[src/rtl/adc_channel_scheduler_if.sv]
// adc_channel_scheduler_if
// Handshake between the channel scheduler and the MCP3202 SPI ADC master core.
//   adc_start : one-cycle conversion start       (scheduler -> core)
//   adc_sgl   : single-ended / differential bit  (scheduler -> core)
//   adc_odd   : channel select                   (scheduler -> core)
//   adc_busy  : conversion in progress           (core -> scheduler)
//   adc_done  : one-cycle pulse, adc_data valid  (core -> scheduler)
//   adc_data  : 12-bit conversion result         (core -> scheduler)
// master = scheduler side, slave = ADC core side.
interface adc_channel_scheduler_if;
  logic        adc_start;
  logic        adc_sgl;
  logic        adc_odd;
  logic        adc_busy;
  logic        adc_done;
  logic [11:0] adc_data;

  modport master (
    output adc_start, adc_sgl, adc_odd,
    input  adc_busy, adc_done, adc_data
  );

  modport slave (
    input  adc_start, adc_sgl, adc_odd,
    output adc_busy, adc_done, adc_data
  );
endinterface

[src/rtl/adc_channel_scheduler.sv]
// adc_channel_scheduler
// Sequences an MCP3202 SPI ADC master core on a fixed sample-slot grid.
//   mode=0 : free-running stereo, alternating ch0/ch1, left/right pairs out.
//   mode=1 : on-demand, req0 (ch0) / req1 (ch1) shared with round-robin.
// Ports:
//   clk, reset            : system clock, synchronous active-high reset
//   enable, mode          : run control and operating mode
//   req0/req1, ack0/ack1  : on-demand requesters (level req, pulse ack)
//   adc                   : ADC core handshake (adc_channel_scheduler_if.master)
//   result, result_ch     : last accepted result and its channel
//   left_data, right_data : free-run samples, pair_valid pulses on a new pair
//   overrun, err_timeout  : sticky status flags
// Optional feature macro: ADC_TIMEOUT_EN (WAIT-state timeout; otherwise
// WAIT waits indefinitely and err_timeout is tied to 0).
//
// state   | meaning
// --------+-------------------------------------------------
// S_IDLE  | waiting for a slot tick with a candidate
// S_ISSUE | adc_start high for one cycle
// S_WAIT  | waiting for adc_done (or timeout when enabled)
module adc_channel_scheduler #(
  parameter int PERIOD_COUNT   = 3061,
  parameter bit SGL            = 1'b1,
  parameter int TIMEOUT_CYCLES = 3061
) (
  input  logic                           clk,
  input  logic                           reset,
  input  logic                           enable,
  input  logic                           mode,
  input  logic                           req0,
  input  logic                           req1,
  output logic                           ack0,
  output logic                           ack1,
  adc_channel_scheduler_if.master        adc,
  output logic [11:0]                    result,
  output logic                           result_ch,
  output logic [11:0]                    left_data,
  output logic [11:0]                    right_data,
  output logic                           pair_valid,
  output logic                           overrun,
  output logic                           err_timeout
);

  typedef enum logic [1:0] {S_IDLE, S_ISSUE, S_WAIT} state_t;

  localparam logic [11:0] SLOT_LAST = 12'(PERIOD_COUNT - 1);

  state_t      state;
  logic [11:0] slot_cnt;
  logic        slot_tick;
  logic        rr_last;     // last granted requester; 1 after reset so req0 wins first
  logic        fr_ch;       // next free-run channel
  logic        pair_flag;   // ch0 captured, waiting for ch1 to complete the pair
  logic        cur_mode;
  logic        cur_ch;
  logic        discard;     // enable dropped during this conversion
  logic        cand_valid;
  logic        cand_ch;

  assign slot_tick = enable && (slot_cnt == 12'd0);

  always_ff @(posedge clk) begin
    if (reset || !enable) begin
      slot_cnt <= 12'd0;
    end else if (slot_cnt == SLOT_LAST) begin
      slot_cnt <= 12'd0;
    end else begin
      slot_cnt <= slot_cnt + 12'd1;
    end
  end

  // Round-robin looks first at the requester after the last-granted one.
  always_comb begin
    cand_valid = 1'b0;
    cand_ch    = 1'b0;
    if (!mode) begin
      cand_valid = 1'b1;
      cand_ch    = fr_ch;
    end else if (rr_last) begin
      if (req0) begin
        cand_valid = 1'b1;
        cand_ch    = 1'b0;
      end else if (req1) begin
        cand_valid = 1'b1;
        cand_ch    = 1'b1;
      end
    end else begin
      if (req1) begin
        cand_valid = 1'b1;
        cand_ch    = 1'b1;
      end else if (req0) begin
        cand_valid = 1'b1;
        cand_ch    = 1'b0;
      end
    end
  end

`ifdef ADC_TIMEOUT_EN
  localparam int TW = (TIMEOUT_CYCLES < 2) ? 1 : $clog2(TIMEOUT_CYCLES);
  localparam logic [TW-1:0] TO_LAST = TW'(TIMEOUT_CYCLES - 1);
  logic [TW-1:0] wait_cnt;
`else
  logic unused_timeout;
  assign unused_timeout = ^TIMEOUT_CYCLES;
  assign err_timeout    = 1'b0;
`endif

  always_ff @(posedge clk) begin
    if (reset) begin
      state         <= S_IDLE;
      rr_last       <= 1'b1;
      fr_ch         <= 1'b0;
      pair_flag     <= 1'b0;
      cur_mode      <= 1'b0;
      cur_ch        <= 1'b0;
      discard       <= 1'b0;
      ack0          <= 1'b0;
      ack1          <= 1'b0;
      adc.adc_start <= 1'b0;
      adc.adc_sgl   <= 1'b0;
      adc.adc_odd   <= 1'b0;
      result        <= 12'd0;
      result_ch     <= 1'b0;
      left_data     <= 12'd0;
      right_data    <= 12'd0;
      pair_valid    <= 1'b0;
      overrun       <= 1'b0;
`ifdef ADC_TIMEOUT_EN
      wait_cnt      <= '0;
      err_timeout   <= 1'b0;
`endif
    end else begin
      adc.adc_start <= 1'b0;
      ack0          <= 1'b0;
      ack1          <= 1'b0;
      pair_valid    <= 1'b0;

      if (slot_tick && (state != S_IDLE || adc.adc_busy)) begin
        overrun <= 1'b1;
      end

      case (state)
        S_IDLE: begin
          if (slot_tick && cand_valid && !adc.adc_busy) begin
            cur_mode      <= mode;
            cur_ch        <= cand_ch;
            discard       <= 1'b0;
            adc.adc_start <= 1'b1;
            adc.adc_odd   <= cand_ch;
            adc.adc_sgl   <= SGL;
            state         <= S_ISSUE;
          end
        end
        S_ISSUE: begin
          state <= S_WAIT;
`ifdef ADC_TIMEOUT_EN
          wait_cnt <= '0;
`endif
        end
        S_WAIT: begin
          if (adc.adc_done) begin
            state <= S_IDLE;
            if (!discard && enable) begin
              result    <= adc.adc_data;
              result_ch <= cur_ch;
              if (cur_mode) begin
                ack0    <= !cur_ch;
                ack1    <= cur_ch;
                rr_last <= cur_ch;
              end else if (!cur_ch) begin
                left_data <= adc.adc_data;
                pair_flag <= 1'b1;
                fr_ch     <= 1'b1;
              end else begin
                right_data <= adc.adc_data;
                fr_ch      <= 1'b0;
                pair_valid <= pair_flag;
                pair_flag  <= 1'b0;
              end
            end
          end
`ifdef ADC_TIMEOUT_EN
          else if (wait_cnt == TO_LAST) begin
            state       <= S_IDLE;
            err_timeout <= 1'b1;
          end else begin
            wait_cnt <= wait_cnt + 1'b1;
          end
`endif
        end
        default: state <= S_IDLE;
      endcase

      // Disabling restarts the stereo sequence on ch0 and poisons any
      // conversion still in flight; slot_tick is already gated by enable.
      if (!enable) begin
        overrun   <= 1'b0;
        fr_ch     <= 1'b0;
        pair_flag <= 1'b0;
        discard   <= 1'b1;
      end
    end
  end

endmodule

[src/flat_wrapper.sv]
// flat-port wrapper written by rule: the top's interface ports become plain ports
module adc_channel_scheduler_flat 
#(
  parameter int PERIOD_COUNT   = 3061,
  parameter bit SGL            = 1'b1,
  parameter int TIMEOUT_CYCLES = 3061
)
  (clk, reset, enable, mode, req0, req1, ack0, ack1, result, result_ch, left_data, right_data, pair_valid, overrun, err_timeout, adc_adc_start, adc_adc_sgl, adc_adc_odd, adc_adc_busy, adc_adc_done, adc_adc_data);
  adc_channel_scheduler_if adc_i ();
  input  logic clk;
  input  logic reset;
  input  logic enable;
  input  logic mode;
  input  logic req0;
  input  logic req1;
  output logic ack0;
  output logic ack1;
  output logic [11:0] result;
  output logic result_ch;
  output logic [11:0] left_data;
  output logic [11:0] right_data;
  output logic pair_valid;
  output logic overrun;
  output logic err_timeout;
  output wire logic [$bits(adc_i.adc_start)-1:0] adc_adc_start;
  output wire logic [$bits(adc_i.adc_sgl)-1:0] adc_adc_sgl;
  output wire logic [$bits(adc_i.adc_odd)-1:0] adc_adc_odd;
  input wire logic [$bits(adc_i.adc_busy)-1:0] adc_adc_busy;
  input wire logic [$bits(adc_i.adc_done)-1:0] adc_adc_done;
  input wire logic [$bits(adc_i.adc_data)-1:0] adc_adc_data;
  assign adc_adc_start = adc_i.adc_start;
  assign adc_adc_sgl = adc_i.adc_sgl;
  assign adc_adc_odd = adc_i.adc_odd;
  assign adc_i.adc_busy = adc_adc_busy;
  assign adc_i.adc_done = adc_adc_done;
  assign adc_i.adc_data = adc_adc_data;
  adc_channel_scheduler #(.PERIOD_COUNT(PERIOD_COUNT), .SGL(SGL), .TIMEOUT_CYCLES(TIMEOUT_CYCLES)) u_core (.clk(clk), .reset(reset), .enable(enable), .mode(mode), .req0(req0), .req1(req1), .ack0(ack0), .ack1(ack1), .adc(adc_i), .result(result), .result_ch(result_ch), .left_data(left_data), .right_data(right_data), .pair_valid(pair_valid), .overrun(overrun), .err_timeout(err_timeout));
endmodule
[config.mk]
export PLATFORM = sky130hd
export DESIGN_NAME = adc_channel_scheduler_flat
export DESIGN_NICKNAME = d
export VERILOG_FILES = /design/src/rtl/adc_channel_scheduler_if.sv /design/src/rtl/adc_channel_scheduler.sv /design/src/flat_wrapper.sv
export SDC_FILE = /design/constraint.sdc
export NUM_CORES = 1
export LEC_CHECK = 0
export CAP_MARGIN = 20
export CELL_PAD_IN_SITES_DETAIL_PLACEMENT = 1
export CELL_PAD_IN_SITES_GLOBAL_PLACEMENT = 2
export CORE_MARGIN = 4
export CORE_UTILIZATION = 31
export DETAILED_ROUTE_END_ITERATION = 12
export HOLD_SLACK_MARGIN = 0.15
export PLACE_DENSITY_LB_ADDON = 0.1
export SETUP_SLACK_MARGIN = 0.02
export SYNTH_ARGS = -nofsm -noshare
export SYNTH_HDL_FRONTEND = slang
export SYNTH_SLANG_ARGS = --single-unit
[constraint.sdc]
create_clock -name clk -period 4.26 [get_ports clk]
set_input_delay 0.852 -clock clk [delete_from_list [all_inputs] [get_ports clk]]
set_output_delay 0.852 -clock clk [all_outputs]
set_load 0.01 [all_outputs]
* Yosys cells after proc, flatten, opt, wreduce, memory -nomap -nowiden
Cells that the tools add are included.
Widths: inputs -> output; s select.
** Operators by class
- Bitwise gates (word level) :: 7
- Reductions and logical operators :: 27
- Equality and inequality tests :: 7
- Multiplexer cells :: 17
- Add/sub/neg operators :: 1
** Operator list (number)
- $mux 1 :: 14
- $add 12x1->12 const B :: 1
- $eq 12x12->1 const B :: 1
- $logic_not 12->1 :: 1
- $reduce_and 5->1 :: 2
- $reduce_and 4->1 :: 2
- $not 1->1 :: 7
- $ne 2x1->1 const B :: 3
- $pmux 2 s3 :: 1
- $reduce_and 2->1 :: 3
- $reduce_or 2->1 :: 3
- $reduce_or 6->1 :: 1
- $logic_and 1x1->1 :: 5
- $reduce_or 5->1 :: 1
- $logic_not 1->1 :: 4
- $mux 2 :: 2
- $reduce_and 3->1 :: 1
- $eq 2x1->1 const B :: 1
- $eq 2x2->1 const B :: 1
- $logic_not 2->1 :: 1
- $logic_or 1x1->1 :: 2
- $ne 2x2->1 const B :: 1
- $reduce_bool 2->1 :: 1
** Word-level totals
- Word-level logic and storage cells :: 76
- Input bits :: 20
- Register bits :: 62
- Output and inout bits :: 45

* Longest topological paths before layout
- Word-level depth :: 9
- Depth in mapped cells :: 7
- Mapped depth without buffers :: 6

* Worst setup path after synthesis
No wires, ideal clock.
- Path type :: input -> register
- Start point :: input port enable
- End point :: register u_core.left_data[10]
- Arrival :: 1842 ps
- Data required time :: 4132 ps
- Stages on the path :: 7
- Library setup time :: 128 ps
- Buffers on the path :: 3
- Slack :: 2290 ps
- Cell sequence :: and4bb_1 > buf_4 > and4bb_1 > buf_4 > buf_6 > mux2i_1 > nor2_1
** On the way
- Longest elaborated chain between the ends :: 2
** Ends and longest elaborated chain
- start: declaration :: line flat_wrapper.sv:12 : input logic enable;
- $logic_and 1x1->1 :: line adc_channel_scheduler.sv:163 : if (!discard && enable) begin
- $reduce_and 5->1 (no source line)
- end signal: assignment :: line adc_channel_scheduler.sv:171 : left_data <= adc.adc_data;
- end: declaration :: line adc_channel_scheduler.sv:37 : output logic [11:0] left_data,
No other way between the ends.
A chain may end at the register's enable or synchronous reset.

* Worst setup path after layout
- Start point :: input port adc_adc_done
- End point :: register u_core.left_data[0]
** On the way
- Longest elaborated chain between the ends :: 1
** Ends and longest elaborated chain
- start: declaration :: line flat_wrapper.sv:29 : input wire logic [$bits(adc_i.adc_done)-1:0] adc_adc_done;
- $reduce_and 5->1 (no source line)
No other way between the ends.

==> impl_metrics.tcl <==
set metrics [dict create \
    post_cts_resized 0 \
    cts_setup_buffers 0 \
    synth_nets 280 \
    dr.pass1.iters 4 \
    grtUsageTotal_pct 14.7 \
    avgSynthCellArea_um2 9.39 \
    antenna_found_initial 0 \
    crit_path_max_fanout 18 \
    fmax_mhz 367 \
    via_per_inst 4.68 \
    h-tree-depth 3 \
    vias 1975 \
    die_y_um 96.4 \
    drc_errors 0 \
    cts_inserted_buffers 9 \
    placed_area_um2 3100 \
    rows 31 \
    worstReg2RegEnd "u_core.left_data[0]" \
    path_clk_slew_ns 0.07 \
    cp.required_ns 4.47 \
    fin_util_pct 44.7 \
    power.density_nw_per_um2 361 \
    clk_latency_ns 0.34 \
    port_buffers 63 \
    power_mw 1.20 \
    fin_area_um2 3310 \
    fin_setup_tns_ns 0 \
    power_leakage_nw 1.22 \
    instances_no_fill 422 \
    die_x_um 96.4 \
    finalWorstSetupSlack_ns 1.53 \
    hold_buffers 0 \
    synth_cells 258 \
    dpl_worst_slack_ns 1.16 \
    path_class "input port to flop" \
    grt_max_degree 52 \
    max_slew.worst_pin.slew_ns 0.848 \
    grt_pass1_wl_um 10200 \
    hold_viol 0 \
    cts_root_buf "clkbuf_8" \
    clock_skew_ns 0.00679 \
    hpwl_um 4380 \
    crit_slowest_cell "clkdlybuf4s50_1" \
    intPower_uw 931 \
    cts_sinks 62 \
    crit_start "adc_adc_done" \
    cts_tree "done" \
    syn_area_um2 2420 \
    synth-seq-cells 62 \
    drv_cap 0 \
    r2r_cells 5 \
    yosysWarningCount 0 \
    clockBufferDepth 2 \
    endpoint "u_core.left_data[0]" \
    worst_hold_path_type "flop to flop" \
    final_nets 341 \
    cp-start-kind "input port" \
    first_iter_violations 56 \
    drive_gt1_share_pct 8.05 \
    fillers 851 \
    hold_slack_ns 0.462 \
    crit_path_end_kind "flop" \
    rsz0062_at_grt "no" \
    whs_path_depth 2 \
    diodes 0 \
    grt_pass1_vias 1985 \
    area_growth_pct 36.6 \
    final-setup-viol-count 0 \
    status "complete, no violations" \
    crit_arrival_ns 2.94 \
    ant_nets 0 \
    seq_power_share_pct 49.3 \
    ios 65 \
    comb_power_share_pct 5.3 \
    layout_common_cells "62 x clkdlybuf4s50_1, 62 x dfxtp_1, 46 x nor2_1" \
    period_share_pct 64.0 \
    coreArea_um2 7410 \
    slew_violations 0 \
    worst_path_largest_cell_delay_ns 0.89 \
    worstReg2RegStart "u_core.state[0]" \
    r2r_slack_ns 2.21 \
    die_area_um2 9300 \
    wl_um 6230 \
    min_period_ns 2.73 \
    p_clk_share_pct 45.3 \
    peakVddDrop_mv 0.143 \
    ys_types 35 \
    start_util_pct 32.7 \
    maxSlewHeadroom_pct 43.5 \
    p_sw_share_pct 22.1 \
    gp_congestion 0.721 \
    switching_power_uw 264 \
    crit_chain "clkdlybuf4s50_1, and4bb_1, mux2i_1, nor2_1" \
    seq_area_frac_synth_pct 51.2 \
    routedWlPerCell_um 14.8 \
    grt_overflow 0 \
    place_inst 407 \
]
==> routing by layer <==
layer  track usage [%]  routed length [um]  vias up
li1                  -                   -      984
met3              6.12                 382        9
met4              5.61                  99        0
met2              22.0                2900       46
met5                 0                   0        -
met1              18.8                2850      936
==> Yosys cell counts <==
cell type   n  area, um2
buf_6       2       22.5
and4bb_1    2       25.0
nand4_1     5       31.3
nor3b_1     3       22.5
buf_2       2       10.0
mux2_4      1       15.0
nor4_1      2       12.5
a21oi_1    15       75.1
dfxtp_1    62       1240
nand3_1    19       95.1
ha_1        2       25.0
a21boi_1    1       7.51
nor2b_1     3       18.8
nor4b_2     1       15.0
nand2b_1    3       18.8
buf_4       4       30.0
nor2_1     46        173
nor3_1      5       25.0
o21ai_0     2       10.0
nand4b_2    1       15.0
a211o_1     1       8.76
xnor2_1     9       78.8
and2b_2     1       8.76
clkbuf_1    6       22.5
nand2_1    17       63.8
a211oi_1    1       7.51
or3_4       1       11.3
mux2i_1    26        260
a211o_2     1       10.0
xor2_1      1       8.76
inv_1       8       30.0
o21a_1      1       7.51
buf_1       2       7.51
or2_2       1       6.26
conb_1      1       3.75
==> sequential cells by signal (all words and copies together) (netlist names) <==
| name | flops |
|---|---|
| u_core.slot_cnt | 12 |
| u_core.adc.adc_start | 1 |
| u_core.right_data | 12 |
| u_core.result | 12 |
| u_core.adc.adc_sgl | 1 |
| u_core.rr_last | 1 |
| u_core.state | 2 |
| u_core.result_ch | 1 |
| u_core.discard | 1 |
| u_core.fr_ch | 1 |
| u_core.cur_mode | 1 |
| u_core.overrun | 1 |
| u_core.adc.adc_odd | 1 |
| u_core.pair_valid | 1 |
| u_core.ack1 | 1 |
| u_core.ack0 | 1 |
| u_core.left_data | 12 |
==> layout make-up <==
type / instances / area, um2 / area share [%]
clock buffer: 12 / 165 / 4.99
tap: 99 / 124 / 3.74
multi-input combinational: 172 / 1060 / 32.0
inverter: 8 / 30.0 / 0.907
clock inverter: 3 / 42.5 / 1.28
timing repair buffer: 66 / 648 / 19.6
sequential: 62 / 1240 / 37.5
==> worst min path at each step <==
stage | start | to | slack (ns)
floorplan | u_core.rr_last | u_core.rr_last | 0.44
global placement | u_core.result[10] | u_core.result[10] | 0.44
detailed placement | u_core.result[11] | u_core.result[11] | 0.46
CTS | u_core.result[10] | u_core.result[10] | 0.47
global route | u_core.result[11] | u_core.result[11] | 0.49
finish | u_core.result[10] | u_core.result[10] | 0.46
==> power groups by stage <==
stage               Sequential [mW]  Clock, mW  Combinational [mW]
global placement              0.603          0              0.0648
detailed placement            0.603          0              0.0650
finish                        0.590      0.542              0.0638
CTS                           0.590      0.557              0.0655
floorplan                     0.603          0              0.0287
global route                  0.590      0.589              0.0706
==> critical path, delay by kind of cell <==
kind | cells | cell delay (ns)
muxes | 1 | 0.27
buffers and inverters | 1 | 0.89
and+or+nand+nor | 2 | 0.91
==> cell families after synthesis <==
logic type | share of synthesized area (%)
buffers and inverters | 5.06
AOI/OAI and AO/OA | 5.21
muxes | 11.4
adders and majority gates | 1.03
xor gates and xnor gates | 3.61
other | 0.155
DFF | 51.2
and+or+nand+nor | 22.4
(Power assumes the default switching activity.)
